[config.mk]
export PLATFORM = sky130hd
export DESIGN_NAME = map_scheduler_flat
export DESIGN_NICKNAME = d
export VERILOG_FILES = /design/src/rtl/map_scheduler_if.sv /design/src/rtl/map_scheduler.sv /design/src/flat_wrapper.sv
export SDC_FILE = /design/constraint.sdc
export NUM_CORES = 1
export LEC_CHECK = 0
export BUFFER_PORTS_ARGS = -buffer_cell sky130_fd_sc_hd__buf_2
export CAP_MARGIN = 40
export CORE_MARGIN = 4
export CORE_UTILIZATION = 50
export CTS_CLUSTER_DIAMETER = 30
export DETAILED_ROUTE_END_ITERATION = 12
export PLACE_DENSITY = 0.83
export REMOVE_ABC_BUFFERS = 1
export SETUP_SLACK_MARGIN = 0.4
export SKIP_CTS_REPAIR_TIMING = 1
export SLEW_MARGIN = 10
export SYNTH_ARGS = -nofsm -noshare
export SYNTH_HDL_FRONTEND = slang
export SYNTH_SLANG_ARGS = --single-unit
[constraint.sdc]
create_clock -name clk -period 3.03 [get_ports clk]
set_clock_uncertainty 0.05 [all_clocks]
set_input_delay 0.606 -clock clk [delete_from_list [all_inputs] [get_ports clk]]
set_output_delay 0.606 -clock clk [all_outputs]
set_load 0.05 [all_outputs]
[src/rtl/map_scheduler_if.sv]
// Handshake bundle between a job controller, a pixel source and the img2col mapper.
// master drives requests, pixels and map_finish; slave is the scheduler itself.
interface map_scheduler_if #(
  parameter int DATA_WIDTH = 16,
  parameter int CH_W       = 6
);
  logic                  cfg_valid;
  logic                  cfg_ready;
  logic [CH_W-1:0]       cfg_num_ch;
  logic                  abort;
  logic                  s_valid;
  logic                  s_ready;
  logic [DATA_WIDTH-1:0] s_data;
  logic                  map_start;
  logic [DATA_WIDTH-1:0] map_new1;
  logic                  map_flag;
  logic                  map_finish;
  logic [CH_W-1:0]       ch_idx;
  logic                  busy;
  logic                  done;
  logic                  err_timeout;
  logic                  err_early;

  modport master (
    output cfg_valid, cfg_num_ch, abort,
    output s_valid, s_data, map_finish,
    input  cfg_ready, s_ready, map_start,
    input  map_new1, map_flag, ch_idx,
    input  busy, done, err_timeout, err_early
  );

  modport slave (
    input  cfg_valid, cfg_num_ch, abort,
    input  s_valid, s_data, map_finish,
    output cfg_ready, s_ready, map_start,
    output map_new1, map_flag, ch_idx,
    output busy, done, err_timeout, err_early
  );
endinterface

[src/rtl/map_scheduler.sv]
// Per-channel sequencer feeding ROW*ROW pixels to an img2col mapper and awaiting map_finish.
// Ports: clk, nrst (async active-high reset), bus (map_scheduler_if.slave).
module map_scheduler #(
  parameter int ROW        = 28,
  parameter int DATA_WIDTH = 16,
  parameter int CH_W       = 6,
  parameter int TIMEOUT    = 4096
) (
  input  logic           clk,
  input  logic           nrst,
  map_scheduler_if.slave bus
);
  localparam int NPIX = ROW * ROW;
  localparam int PW   = (NPIX > 1) ? $clog2(NPIX) : 1;
  localparam int TW   = (TIMEOUT > 1) ? $clog2(TIMEOUT) : 1;
  localparam logic [PW-1:0] PIX_LAST  = PW'(NPIX - 1);
  localparam logic [TW-1:0] WAIT_LAST = TW'(TIMEOUT - 1);

  typedef enum logic [2:0] {
    IDLE, START, FEED, WAIT, NEXT, DONE
  } state_t;

  state_t                state;
  logic [CH_W-1:0]       num_ch;
  logic [PW-1:0]         pix_cnt;
  logic [TW-1:0]         wait_cnt;
  logic                  cfg_ready;
  logic                  s_ready;
  logic                  map_start;
  logic [DATA_WIDTH-1:0] map_new1;
  logic                  map_flag;
  logic [CH_W-1:0]       ch_idx;
  logic                  busy;
  logic                  done;
  logic                  err_timeout;
  logic                  err_early;
  logic                  hs;

  // s_ready is registered and only high in FEED
  assign hs = bus.s_valid & s_ready;

  assign bus.cfg_ready   = cfg_ready;
  assign bus.s_ready     = s_ready;
  assign bus.map_start   = map_start;
  assign bus.map_new1    = map_new1;
  assign bus.map_flag    = map_flag;
  assign bus.ch_idx      = ch_idx;
  assign bus.busy        = busy;
  assign bus.done        = done;
  assign bus.err_timeout = err_timeout;
  assign bus.err_early   = err_early;

  always_ff @(posedge clk or posedge nrst) begin
    if (nrst) begin
      state       <= IDLE;
      num_ch      <= '0;
      pix_cnt     <= '0;
      wait_cnt    <= '0;
      cfg_ready   <= 1'b1;
      s_ready     <= 1'b0;
      map_start   <= 1'b0;
      map_new1    <= '0;
      map_flag    <= 1'b0;
      ch_idx      <= '0;
      busy        <= 1'b0;
      done        <= 1'b0;
      err_timeout <= 1'b0;
      err_early   <= 1'b0;
    end else begin
      map_start <= 1'b0;
      map_flag  <= 1'b0;
      done      <= 1'b0;
      if (bus.abort && state != IDLE) begin
        // ch_idx and error flags intentionally kept for post-mortem
        state     <= IDLE;
        cfg_ready <= 1'b1;
        s_ready   <= 1'b0;
        busy      <= 1'b0;
      end else begin
        unique case (state)
          IDLE: begin
            if (bus.cfg_valid) begin
              if (bus.cfg_num_ch != '0) begin
                num_ch      <= bus.cfg_num_ch;
                ch_idx      <= '0;
                err_timeout <= 1'b0;
                err_early   <= 1'b0;
                map_start   <= 1'b1;
                cfg_ready   <= 1'b0;
                busy        <= 1'b1;
                state       <= START;
              end else begin
                done <= 1'b1;
              end
            end
          end
          START: begin
            pix_cnt <= '0;
            s_ready <= 1'b1;
            state   <= FEED;
            if (bus.map_finish) err_early <= 1'b1;
          end
          FEED: begin
            if (bus.map_finish) err_early <= 1'b1;
            if (hs) begin
              map_new1 <= bus.s_data;
              map_flag <= 1'b1;
              // pix_cnt holds at the last index instead of wrapping
              if (pix_cnt == PIX_LAST) begin
                s_ready  <= 1'b0;
                wait_cnt <= '0;
                state    <= WAIT;
              end else begin
                pix_cnt <= pix_cnt + PW'(1);
              end
            end
          end
          WAIT: begin
            if (bus.map_finish) begin
              state <= NEXT;
            end else if (wait_cnt == WAIT_LAST) begin
              err_timeout <= 1'b1;
              done        <= 1'b1;
              state       <= DONE;
            end else begin
              wait_cnt <= wait_cnt + TW'(1);
            end
          end
          NEXT: begin
            if (ch_idx == num_ch - CH_W'(1)) begin
              done  <= 1'b1;
              state <= DONE;
            end else begin
              ch_idx    <= ch_idx + CH_W'(1);
              map_start <= 1'b1;
              state     <= START;
            end
          end
          DONE: begin
            cfg_ready <= 1'b1;
            busy      <= 1'b0;
            state     <= IDLE;
          end
          default: state <= IDLE;
        endcase
      end
    end
  end
endmodule

[src/flat_wrapper.sv]
// flat-port wrapper written by rule: the top's interface ports become plain ports
module map_scheduler_flat 
#(
  parameter int ROW        = 28,
  parameter int DATA_WIDTH = 16,
  parameter int CH_W       = 6,
  parameter int TIMEOUT    = 4096
)
  (clk, nrst, bus_cfg_valid, bus_cfg_num_ch, bus_abort, bus_s_valid, bus_s_data, bus_map_finish, bus_cfg_ready, bus_s_ready, bus_map_start, bus_map_new1, bus_map_flag, bus_ch_idx, bus_busy, bus_done, bus_err_timeout, bus_err_early);
  map_scheduler_if #(.DATA_WIDTH(DATA_WIDTH), .CH_W(CH_W)) bus_i ();
  input  logic clk;
  input  logic nrst;
  input wire logic [$bits(bus_i.cfg_valid)-1:0] bus_cfg_valid;
  input wire logic [$bits(bus_i.cfg_num_ch)-1:0] bus_cfg_num_ch;
  input wire logic [$bits(bus_i.abort)-1:0] bus_abort;
  input wire logic [$bits(bus_i.s_valid)-1:0] bus_s_valid;
  input wire logic [$bits(bus_i.s_data)-1:0] bus_s_data;
  input wire logic [$bits(bus_i.map_finish)-1:0] bus_map_finish;
  output wire logic [$bits(bus_i.cfg_ready)-1:0] bus_cfg_ready;
  output wire logic [$bits(bus_i.s_ready)-1:0] bus_s_ready;
  output wire logic [$bits(bus_i.map_start)-1:0] bus_map_start;
  output wire logic [$bits(bus_i.map_new1)-1:0] bus_map_new1;
  output wire logic [$bits(bus_i.map_flag)-1:0] bus_map_flag;
  output wire logic [$bits(bus_i.ch_idx)-1:0] bus_ch_idx;
  output wire logic [$bits(bus_i.busy)-1:0] bus_busy;
  output wire logic [$bits(bus_i.done)-1:0] bus_done;
  output wire logic [$bits(bus_i.err_timeout)-1:0] bus_err_timeout;
  output wire logic [$bits(bus_i.err_early)-1:0] bus_err_early;
  assign bus_i.cfg_valid = bus_cfg_valid;
  assign bus_i.cfg_num_ch = bus_cfg_num_ch;
  assign bus_i.abort = bus_abort;
  assign bus_i.s_valid = bus_s_valid;
  assign bus_i.s_data = bus_s_data;
  assign bus_i.map_finish = bus_map_finish;
  assign bus_cfg_ready = bus_i.cfg_ready;
  assign bus_s_ready = bus_i.s_ready;
  assign bus_map_start = bus_i.map_start;
  assign bus_map_new1 = bus_i.map_new1;
  assign bus_map_flag = bus_i.map_flag;
  assign bus_ch_idx = bus_i.ch_idx;
  assign bus_busy = bus_i.busy;
  assign bus_done = bus_i.done;
  assign bus_err_timeout = bus_i.err_timeout;
  assign bus_err_early = bus_i.err_early;
  map_scheduler #(.ROW(ROW), .DATA_WIDTH(DATA_WIDTH), .CH_W(CH_W), .TIMEOUT(TIMEOUT)) u_core (.clk(clk), .nrst(nrst), .bus(bus_i));
endmodule
Yosys cells after proc, flatten, opt, wreduce, memory -nomap -nowiden
Index checks and enable logic that the tools add are counted.

Mux-type cells: 53. Reduce and logical (&&, ||, !) cells: 22. Bitwise operators: 2. Eq/ne operators: 23. $add $sub $neg: 4.

Operators with widths (number): $mux 12 (4); $mux 1 (25); $mux 3 (8); $pmux 12 s2 (1); $mux 10 (2); $pmux 10 s2 (1); $mux 6 (3); $pmux 3 s5 (1); $reduce_and 5->1 (3); $add 12x1->12 const B (1); $eq 12x12->1 const B (1); $pmux 1 s2 (6); $pmux 6 s2 (1); $reduce_and 6->1 (2); $add 10x1->10 const B (1); $eq 10x10->1 const B (1); $ne 2x1->1 const B (5); $ne 2x2->1 const B (5); $reduce_bool 2->1 (5); $ne 3x1->1 const B (3); $reduce_and 3->1 (3); $reduce_bool 3->1 (3); $reduce_and 4->1 (2); $add 6x1->6 const B (1); other kinds (14) (16).

Output and inout bits: 30. Flip-flop bits (word level): 61.

Depth between registers and ports, before layout
Gate-level depths: netlist of the first run.

Word-level depth: 5. Depth in mapped cells: 10. Mapped depth without buffers: 9.

Worst setup path after synthesis of the first run
OpenSTA, ideal clock, no wires.

Path kind: register -> register. Start point: register u_core.s_ready, in the netlist u_core.bus.s_ready. End point: register u_core.map_new1[0], in the netlist u_core.bus.map_new1[0]. Setup slack: 0.645 ns. Buffers on the path: 1. Period minus slack after synthesis: 2.385 ns. Arrival time: 2.210 ns. Stages on the path, launching flop included: 5. Cell sequence: dfrtp_1 nand2_1 nor4_2 clkbuf_1 mux2_2.

Longest elaborated chain between the ends: 2.

RTL lines: from (decl) (line map_scheduler.sv:28) `logic s_ready;`; from (signal assigned) (line map_scheduler.sv:60) `s_ready <= 1'b0;`; from (signal assigned) (line map_scheduler.sv:77) `s_ready <= 1'b0;`; from (signal assigned) (line map_scheduler.sv:99) `s_ready <= 1'b1;`; $and 1x1->1 (line map_scheduler.sv:40) `assign hs = bus.s_valid & s_ready;`; $reduce_and 3->1 (no source line); to (signal assigned) (line map_scheduler.sv:106) `map_new1 <= bus.s_data;`; to (decl) (line map_scheduler.sv:30) `logic [DATA_WIDTH-1:0] map_new1;`.

Every way passes these cells. A chain may end at the register's enable or synchronous reset.

Worst setup path in the final report of the first run
Start point: register u_core.pix_cnt[4]. End point: register u_core.wait_cnt[11].

Longest elaborated chain between the ends: 3.

RTL lines: from (decl) (line map_scheduler.sv:25) `logic [PW-1:0] pix_cnt;`; from (signal assigned) (line map_scheduler.sv:114) `pix_cnt <= pix_cnt + PW'(1);`; $eq 10x10->1 (line map_scheduler.sv:109) `if (pix_cnt == PIX_LAST) begin`; $ne 2x1->1 (no source line); $reduce_and 6->1 (no source line); to (signal assigned) (line map_scheduler.sv:126) `wait_cnt <= wait_cnt + TW'(1);`; to (decl) (line map_scheduler.sv:26) `logic [TW-1:0] wait_cnt;`.

Every way passes these cells.

==> out/qor.yml, run 1 <==
die_x_um: 86.2
rows: 28
p_per_area_mw_per_mm2: 946
synthFlopType: "dfrtp_1"
hold_viol: 0
antenna_found_initial: 0
drt-wirelength-per-cell_um: 15.2
clkPwrFrac: 0.258
ys_ff_latch: 61
power_switching_w: 0.00144
fin_crit_ns: 2.42
rsz0062_at_grt: "no"
status: "finished, final reports clean"
port_buffers: 57
combPwrFrac: 0.388
place_congestion: 0.804
syn-cell-area_sq_mm: 0.00306
fp.dieH_um: 86.2
post_drt_via_cell_ratio: 5.66
drc: 0
tightest_slew_ns: 0.705
syn_avg_cell_area_sq_um: 10.3
ir_worst_vdd_mv: 0.651
first_pass_iters: 4
cp-start-kind: "register"
rr_worst_depth: 6
final_nets: 388
grt_pass1_wl_um: 11500
grt-ovfl-total: 0
slew_headroom: 0.529
finalSetupTns_ns: 0
critPathMaxFanout: 5
num_antenna_cells: 0
ys_types: 50
dp_hpwl_um: 4780
hp-class: "in -> async"
reg2reg_to: "u_core.wait_cnt[11]"
swShare: 0.415
rr_startpoint: "u_core.pix_cnt[4]"
dieArea_sq_mm: 0.00743
seq_area_frac_synth: 0.499
num_vias: 2466
path_clk_slew_ns: 0.07
crit_chain: "nor4b_1 > a41oi_1 > nor4_2 > nor2b_1 > xnor2_1 > nor2_1"
coreArea_sq_mm: 0.00592
h-tree-depth: 3
root_buffer: "clkbuf_8"
finalSetupViolCount: 0
fmax_mhz: 414
r2r_slack_ns: 0.61
worstPathArrival_ns: 2.57
drive_above_1_share: 0.299
grt_pass1_vias: 2564
critPathSlowestCell: "nor4b_1"
grt_max_degree: 31
drt-initial-drc-count: 182
seq_power_share: 0.354
io_pins: 58
cap_violations: 0
synth_edf_count: 0
cts_inserted_buffers: 9
clock-sinks: 61
yosysWarnings: 0
slowest_delay_ns: 0.60
synthCells: 296
grt.total_usage: 0.196
fin_crit_sh: 0.798
crit_path_end_kind: "register"
critPathRequiredTime_ns: 3.18
finalWirelength_um: 6630
start_util: 0.517
power_w: 0.00347
cts_tree: "yes"
syn2layout_area_growth_pct: 20.1
synthArstFlopShare: 1.00
critPathKind: "reg -> reg"
antenna_left: 0
insertion_delay_ns: 0.34
p_leak_nw: 1.84
finalMaxSlewViolations: 0
intPower_w: 0.00203
clockBufferDepth: 2
through the flow:
step	setup WS, ns	cells	cell area (sq um)	hold WS [ns]	util
finish	0.612	436	3670	0.191	0.620
CTS	0.622	436	3670	0.195	0.620
floorplan	0.325	283	3000	0.429	-
global placement	0.707	419	3420	0.435	0.578
global route	0.432	436	3670	0.211	0.620
detailed placement	0.638	420	3430	0.440	0.579
Yosys cell counts (all sizes together) (3+ instances only):
master | number | area (sq um)
and4 | 4 | 35.0
clkbuf | 12 | 45.0
and3 | 5 | 31.3
xor2 | 22 | 193
mux2 | 21 | 236
inv | 12 | 45.0
nor4 | 4 | 37.5
a21oi | 4 | 20.0
nor2 | 31 | 116
nand3 | 11 | 55.1
nand4 | 11 | 68.8
o21ai | 12 | 60.1
nor3 | 10 | 55.1
ha | 4 | 50.1
nor2b | 5 | 31.3
nand2 | 25 | 93.8
a31oi | 4 | 25.0
xnor2 | 4 | 35.0
a211o | 3 | 26.3
dfrtp | 60 | 1500
critical path: cells and delay by family, from the launching register on:
family,cells,cell delay (ns)
and+or+nand+nor,4,1.43
DFF,1,0.43
AOI/OAI and AO/OA,1,0.25
xor gates and xnor gates,1,0.13
worst max-delay path by stage:
stage,from,endpoint,slack (ns),cells after the start
2_1_floorplan,u_core.bus.s_ready,u_core.wait_cnt[10],0.33,4
3_3_place_gp,bus_s_valid,u_core.wait_cnt[11],0.71,7
3_5_place_dp,u_core.pix_cnt[4],u_core.wait_cnt[11],0.64,6
4_1_cts,u_core.pix_cnt[4],u_core.wait_cnt[11],0.62,6
5_1_grt,u_core.pix_cnt[4],u_core.wait_cnt[7],0.43,6
6_report,u_core.pix_cnt[4],u_core.wait_cnt[11],0.61,6
cell families after synthesis:
group,share of synthesized area
AO/OA/AOI/OAI,0.0916
XOR/XNOR,0.0744
adder cells (fa/ha/maj),0.0164
buffers and inverters,0.0331
flip-flops,0.499
multiplexers,0.0838
AND/OR/NAND/NOR,0.201
cell usage in the layout (no fill, tap or decap), types with 5 or more instances in the layout:
cell	count
and3_1	5
buf_2	58
clkbuf_8	10
dfrtp_1	60
inv_1	11
mux2_2	21
nand2_1	25
nand3_1	11
nand4_1	11
nor2_1	31
nor2b_1	5
nor3_1	9
o21ai_0	12
xor2_1	22
state kept, by name, summed over array words and instances (netlist names), 3 cells and up:
| signal | flops |
|---|---|
| u_core.wait_cnt | 12 |
| u_core.num_ch | 6 |
| u_core.pix_cnt | 10 |
| u_core.bus.ch_idx | 6 |
| u_core.bus.map_new1 | 16 |
| u_core.state | 3 |
area by class of cell:
class | count | area (sq um)
timing repair buffer | 62 | 320
tap | 75 | 93.8
fill | 475 | 2250
clock inverter | 6 | 110
clock buffer | 10 | 138
sequential | 61 | 1530
inverter | 12 | 45.0
multi-input combinational | 210 | 1440
metal layers:
metal	vias up	share of wire	global-route usage
li1	1181	-	-
met1	1189	0.44	0.256
met2	88	0.49	0.315
met3	8	0.064	0.0456
met4	0	0.011	0.0793
met5	-	0	0
power by group through the flow:
stage	sequential (W)	combinational, W	clock (W)
global route	0.00127	0.00145	0.000951
CTS	0.00123	0.00136	0.000909
global placement	0.00123	0.00131	0
floorplan	0.00169	0.000561	0
finish	0.00123	0.00135	0.000896
detailed placement	0.00124	0.00135	0
No activity file was read; power rests on OpenSTA's default activity.
==> run 2: changes to the inputs <==
--- a/config.mk
+++ b/config.mk
@@ -5,13 +5,14 @@
 export SDC_FILE = /design/constraint.sdc
 export NUM_CORES = 1
 export LEC_CHECK = 0
+export ABC_AREA = 1
 export BUFFER_PORTS_ARGS = -buffer_cell sky130_fd_sc_hd__buf_2
 export CAP_MARGIN = 40
 export CORE_MARGIN = 4
 export CORE_UTILIZATION = 50
 export CTS_CLUSTER_DIAMETER = 30
 export DETAILED_ROUTE_END_ITERATION = 12
-export PLACE_DENSITY = 0.83
+export PLACE_DENSITY = 0.85
 export REMOVE_ABC_BUFFERS = 1
 export SETUP_SLACK_MARGIN = 0.4
 export SKIP_CTS_REPAIR_TIMING = 1
==> constraint.sdc (replaced) <==
create_clock -name clk -period 2.1 [get_ports clk]
set_clock_uncertainty 0.05 [all_clocks]
set_input_delay 0.42 -clock clk [delete_from_list [all_inputs] [get_ports clk]]
set_output_delay 0.42 -clock clk [all_outputs]
set_load 0.05 [all_outputs]
==> run 2 against run 1 <==
  * Maximum frequency grew 29%
  * Clock power barely moved
  * Register-to-register slack worse by 0.39 ns
  * Non-clock buffer count increased by 12
  * Critical path depth up 3
  * Cell area increased by 15%
  * Synthesized cell count up 49%
  * Total power is 54% higher
  * Via count increased by 26%
  * Largest cell class is now multi-input gates
==> out/qor.yml, run 2 <==
status: "finished, final reports clean"
place_congestion: 0.963  # +20%
rsz0062_at_grt: "yes"
slowest_delay_ns: 0.42  # -0.18 ns
dieArea_sq_mm: 0.00830  # +12%
clock-sinks: 61  # unchanged
rr_worst_depth: 9  # +3
grt-ovfl-total: 0  # unchanged
final_common_cell: "nand2_1"
crit_path_end_kind: "register"
rr_startpoint: "u_core.pix_cnt[1]"
synthTopCellsByArea: "dfrtp_1 (43%), nand2_1 (17%), nor2_1 (4.3%), xor2_1 (4.3%), inv_1 (4.1%)"
first_pass_iters: 4  # unchanged
drt-initial-drc-count: 200  # +9.9%
final_nets: 554  # +43%
cap_violations: 0  # unchanged
tightest_slew_ns: 0.434  # -0.271 ns
critPathRequiredTime_ns: 2.33  # -0.85 ns
critPathMaxFanout: 8  # +3
path_delay_family: "simple AND/OR/NAND/NOR gates"
port_buffers: 57  # unchanged
reg_top3: "u_core.bus.map_new1: 16 flops, u_core.wait_cnt: 12 flops, u_core.pix_cnt: 10 flops"
start_util: 0.511  # -0.00540
syn-cell-area_sq_mm: 0.00345  # +13%
layout_common_cells: "nand2_1 (151), buf_2 (57), dfrtp_1 (56)"
synthFlopType: "dfrtp_1"
hold_viol: 0  # unchanged
num_vias: 3119  # +26%
antenna_found_initial: 0  # unchanged
hp-class: "in -> async"
p_per_area_mw_per_mm2: 1270  # +34%
finalSetupViolCount: 0  # unchanged
synth.most_common_cell: "nand2_1"
fmax_mhz: 534  # +29%
r2r_slack_ns: 0.23  # -0.39 ns
drt-wirelength-per-cell_um: 13.1  # -14%
finalWirelength_um: 7970  # +20%
fin_ws_ns: 0.226  # -0.385 ns
p_leak_nw: 2.14  # +16%
critPathKind: "reg -> reg"
post-place-ws_ns: 0.143  # -0.496 ns
path_buf_inv: 0  # unchanged
finalCoreUtilization: 0.624  # +0.00399
cp-start-kind: "register"
synth_edf_count: 0  # unchanged
rows: 30  # +7.1%
die_x_um: 91.1  # +5.7%
power_w: 0.00536  # +54%
seq_area_frac_synth: 0.442  # -0.0572
grt_pass1_vias: 2880  # +12%
antenna_left: 0  # unchanged
crit_chain: "ha_4 > nand2_4 > nor2_4 > nand4_1 > o21ai_4 > nand2_4 > nor2_4 > nand2_1 > nand2_1"
cts_tree: "yes"
root_buffer: "clkbuf_8"
grt_pass1_wl_um: 12700  # +10%
synth_top_area_frac: 0.435  # -0.0562
synthCells: 442  # +49%
clockBufferDepth: 2  # unchanged
drive_above_1_share: 0.290  # -0.00885
dp_hpwl_um: 5400  # +13%
drc: 0  # unchanged
synthArstFlopShare: 1.00  # unchanged
syn2layout_area_growth_pct: 22.1
ys_ff_latch: 61  # unchanged
post_drt_via_cell_ratio: 5.14  # -9.2%
ir_worst_vdd_mv: 0.461  # -29%
path_clk_slew_ns: 0.07  # about the same
largest_register_ffs: 16  # unchanged
yosysWarnings: 0  # unchanged
coreArea_sq_mm: 0.00676  # +14%
finalMaxSlewViolations: 0  # unchanged
fin_crit_ns: 1.87  # -0.545 ns
slew_headroom: 0.708  # +0.179
critPathSlowestCell: "dfrtp_1"
h-tree-depth: 3  # unchanged
grt_max_degree: 62  # +100%
fp.dieH_um: 91.1  # +5.7%
worstPathArrival_ns: 2.11  # -0.46 ns
finalSetupTns_ns: 0  # unchanged
cts_inserted_buffers: 9  # unchanged
num_antenna_cells: 0  # unchanged
grt.total_usage: 0.186  # -0.00939
ys_top_cells_by_count: "nand2_1 (156), dfrtp_1 (60), nor2_1 (40), inv_1 (38), nand3_1 (27)"
insertion_delay_ns: 0.35  # about the same
syn_avg_cell_area_sq_um: 7.82  # -24%
regMostFlops: "u_core.bus.map_new1"
crit_start: "u_core.pix_cnt[1]"
ys_types: 38  # -24%
cp.depth: 9  # +3
fin_crit_sh: 0.892  # +0.0941
io_pins: 58  # unchanged
yosysTopAreaCell: "dfrtp_1"
## run 2: changes by cell type after synthesis, sizes merged, moves of 16 or more
| cell | change |
|---|---|
| nand2 | +140 |
| mux2 | -21 |
| inv | +38 |
| o21ai | +19 |
| nor2 | +18 |
| nand3 | +16 |
## run 2: area by class of cell
| class | count | area, sq um |
|---|---|---|
| Multi-Input combinational cell | 325 | 1790 |
| Sequential cell | 61 | 1530 |
| Inverter | 51 | 204 |
| Clock inverter | 6 | 40.0 |
| Tap cell | 80 | 100 |
| Timing Repair Buffer | 74 | 429 |
| Clock buffer | 10 | 128 |
| Fill cell | 550 | 2540 |
## run 2: worst paths after layout
kind                                                end
min in group clk                u_core.bus.map_new1[13]
worst min register to register   u_core.bus.map_new1[7]
worst max register to register      u_core.wait_cnt[11]
worst max-delay path                u_core.wait_cnt[11]
max in group asynchronous          u_core.bus.cfg_ready
worst min-delay path                  u_core.pix_cnt[6]
## run 2: metal layers
metal	track usage	wire, um	vias to the layer above
li1	-	-	1553
met1	0.227	3330	1478
met2	0.308	4150	73
met3	0.0472	339	15
met4	0.0879	157	0
met5	0	0	-
## run 2: power by group
| part | internal, W | total (W) | switching (W) |
|---|---|---|---|
| Sequential | 0.00149 | 0.00172 | 0.000234 |
| Clock | 0.000422 | 0.000897 | 0.000474 |
| Combinational | 0.000791 | 0.00274 | 0.00195 |
## run 2: cell families after synthesis
kind of cell    after synthesis  share of synthesized area
fa+ha+maj                     4                     0.0145
buf+inv                      57                     0.0735
xor+xnor                     19                     0.0482
compound gates               45                     0.0848
simple gates                256                      0.337
flops                        61                      0.442
## run 2: metrics by stage
step / std cells / cell area, sq um / hold slack [ns]
5_1_grt: 607 / 4220 / 0.0966
6_report: 607 / 4220 / 0.0677
4_1_cts: 592 / 3990 / 0.0853
3_5_place_dp: 576 / 3820 / 0.403
2_1_floorplan: 436 / 3400 / 0.428
3_3_place_gp: 576 / 3820 / 0.399
## run 2: worst reg2reg max path, delay by kind of cell (launching register included)
family / cells / cell delay, ns
compound gates: 1 / 0.23
flops: 1 / 0.42
fa+ha+maj: 1 / 0.18
simple gates: 7 / 0.92
==> run 3: changes to the inputs <==
==> constraint.sdc (replaced) <==
create_clock -name clk -period 1.7 [get_ports clk]
set_clock_uncertainty 0.05 [all_clocks]
set_input_delay 0.34 -clock clk [delete_from_list [all_inputs] [get_ports clk]]
set_output_delay 0.34 -clock clk [all_outputs]
set_load 0.05 [all_outputs]
==> run 3 against run 2 <==
  * The flow now finishes with violations (negative hold slack, negative setup slack)
  * Cell area rose by 25%
  * Worst setup slack got worse by 0.53 ns
  * Maximum frequency fell by 6.3%
  * Core utilization rose by 15 points
  * Clock power rose by 36%
  * Combinational power rose by 93%
  * Register-to-register slack got worse by 0.53 ns
  * Largest power group unchanged
==> out/qor.yml, run 3 (synthesis gave the netlist of run 2 again) <==
final_nets: 625  # +13%
grt.total_usage: 0.202  # +0.0162
violations: "negative hold slack, negative setup slack"
combPwrFrac: 0.607  # +0.096
path_delay_family: "simple AND/OR/NAND/NOR gates"
p_per_area_mw_per_mm2: 1650  # +30%
finalSetupViolCount: 50  # +50
power_switching_w: 0.00434  # +63%
fin_crit_ns: 2.00  # +0.126 ns
port_buffers: 57  # unchanged
finalMaxSlewViolations: 0  # unchanged
p_leak_nw: 2.64  # +23%
place_congestion: 0.850  # -12%
rows: 30  # unchanged
insertion_delay_ns: 0.36  # about the same
clock-sinks: 61  # unchanged
path_buf_inv: 1  # +1
largest_register_ffs: 16  # unchanged
clkPwrFrac: 0.140  # -0.027
tightest_slew_ns: 0.523  # +0.0885 ns
slowest_delay_ns: 0.42  # about the same
crit_path_end_kind: "register"
final_common_cell: "nand2_1"
seq_power_share: 0.254  # -0.067
cts_tree: "yes"
io_pins: 58  # unchanged
finalHoldWorstSlack_ns: -0.0422  # -0.110 ns
post-place-ws_ns: -0.146  # -0.289 ns
post_drt_via_cell_ratio: 6.26  # +22%
antenna_found_initial: 0  # unchanged
grt-ovfl-total: 0  # unchanged
die_x_um: 91.1  # unchanged
crit_chain: "inv_1 > nand2_1 > nor2_1 > nand3_1 > nand2_1 > nand2_1 > o21bai_4 > nand2_4 > nand2_4 > nand2_1 > nand2_1"
grt_pass1_wl_um: 13800  # +8.3%
hold_viol: 23  # +23
drt-wirelength-per-cell_um: 21.2  # +61%
cp-start-kind: "register"
num_vias: 4243  # +36%
regMostFlops: "u_core.bus.map_new1"
fillers: 329  # -40%
swShare: 0.499  # +0.00309
finalWirelength_um: 14400  # +80%
first_pass_iters: 6  # +2
drt-initial-drc-count: 543  # +170%
status: "finished, violations left"
antenna_left: 0  # unchanged
fmax_mhz: 500  # -6.3%
critPathSlowestCell: "dfrtp_1"
fp.dieH_um: 91.1  # unchanged
ir_worst_vdd_mv: 0.733  # +59%
slew_headroom: 0.648  # -0.0595
reg_top3: "u_core.bus.map_new1: 16 flops, u_core.wait_cnt: 12 flops, u_core.pix_cnt: 10 flops"
worstPathArrival_ns: 2.25  # +0.14 ns
path_clk_slew_ns: 0.09  # +0.02 ns
rsz0062_at_grt: "yes"
hp-class: "in -> async"
drc: 0  # unchanged
coreArea_sq_mm: 0.00676  # unchanged
start_util: 0.511  # unchanged
drive_above_1_share: 0.465  # +0.175
clockBufferDepth: 2  # unchanged
dp_hpwl_um: 6140  # +14%
grt_pass1_vias: 3130  # +8.7%
fin_crit_sh: 1.18  # +0.284
critPathKind: "reg -> reg"
h-tree-depth: 3  # unchanged
layout_common_cells: "nand2_1 (114), buf_4 (61), dfrtp_1 (56)"
root_buffer: "clkbuf_8"
critPathMaxFanout: 7  # -1
fin_ws_ns: -0.299  # -0.526 ns
critPathRequiredTime_ns: 1.95  # -0.38 ns
cpMostUsedCell: "nand2_1"
syn2layout_area_growth_pct: 52.3
cap_violations: 0  # unchanged
intPower_w: 0.00436  # +61%
grt_max_degree: 62  # unchanged
cts_inserted_buffers: 9  # unchanged
num_antenna_cells: 0  # unchanged
dieArea_sq_mm: 0.00830  # unchanged
[run 3: cell types whose count changed in the layout (fill, tap and decap cells not counted), sizes merged]
cell      change
clkbuf        -1
buf          +70
inv           +2
clkinv        +2
clkinvlp      -2
[run 3: worst min-delay path: cells and delay by family]
kind	cells	cell delay, ns
buffers and inverters	3	0.44
[run 3: power groups by stage]
stage	sequential (W)	clock [W]	combinational [W]
floorplan	0.00287	0	0.00156
global placement	0.00207	0	0.00326
detailed placement	0.00209	0	0.00336
CTS	0.00207	0.00116	0.00337
global route	0.00223	0.00127	0.00549
finish	0.00221	0.00122	0.00528
[run 3: worst paths after layout]
| check | to | slack, ns | start | cells past startpoint |
|---|---|---|---|---|
| setup / recovery | u_core.bus.ch_idx[0] | -0.30 | u_core.num_ch[2] | 11 |
| hold / removal | u_core.bus.map_new1[14] | -0.04 | nrst | 3 |
| setup reg to reg | u_core.bus.ch_idx[0] | -0.30 | u_core.num_ch[2] | 11 |
| hold reg to reg | u_core.bus.map_new1[3] | 0.49 | u_core.bus.map_new1[3] | 2 |
| max in group asynchronous | u_core.bus.cfg_ready | 1.30 | nrst | 3 |
| min in group clk | u_core.bus.map_new1[3] | 0.14 | bus_s_data[3] | 3 |
[run 3: per-stage QoR]
step	total power (W)	util	area [sq um]	instances	TNS, ns
floorplan	0.00443	-	3400	436	-14.58
global placement	0.00533	0.607	4100	613	-0.0609
detailed placement	0.00545	0.607	4100	613	-2.15
CTS	0.00660	0.633	4280	629	-2.85
global route	0.00900	0.779	5260	678	-10.43
finish	0.00870	0.779	5260	678	-8.60
[run 3: routing by layer]
layer / vias up / wire length [um] / GRT usage
li1: 1692 / - / -
met1: 2005 / 4770 / 0.235
met2: 386 / 6920 / 0.355
met3: 160 / 1480 / 0.0563
met4: 0 / 1180 / 0.0729
met5: - / 0 / 0
[run 3: layout make-up]
cell class | instances | area, sq um | share of cell area
clock buffers | 9 | 124 | 0.0235
clock inverters | 7 | 51.3 | 0.00975
inverters | 51 | 226 | 0.0430
multi-input cells | 325 | 1950 | 0.371
flip-flops and latches | 61 | 1530 | 0.291
well taps | 80 | 100 | 0.0190
repair buffers | 144 | 1270 | 0.242
repair inverters | 1 | 6.26 | 0.00119
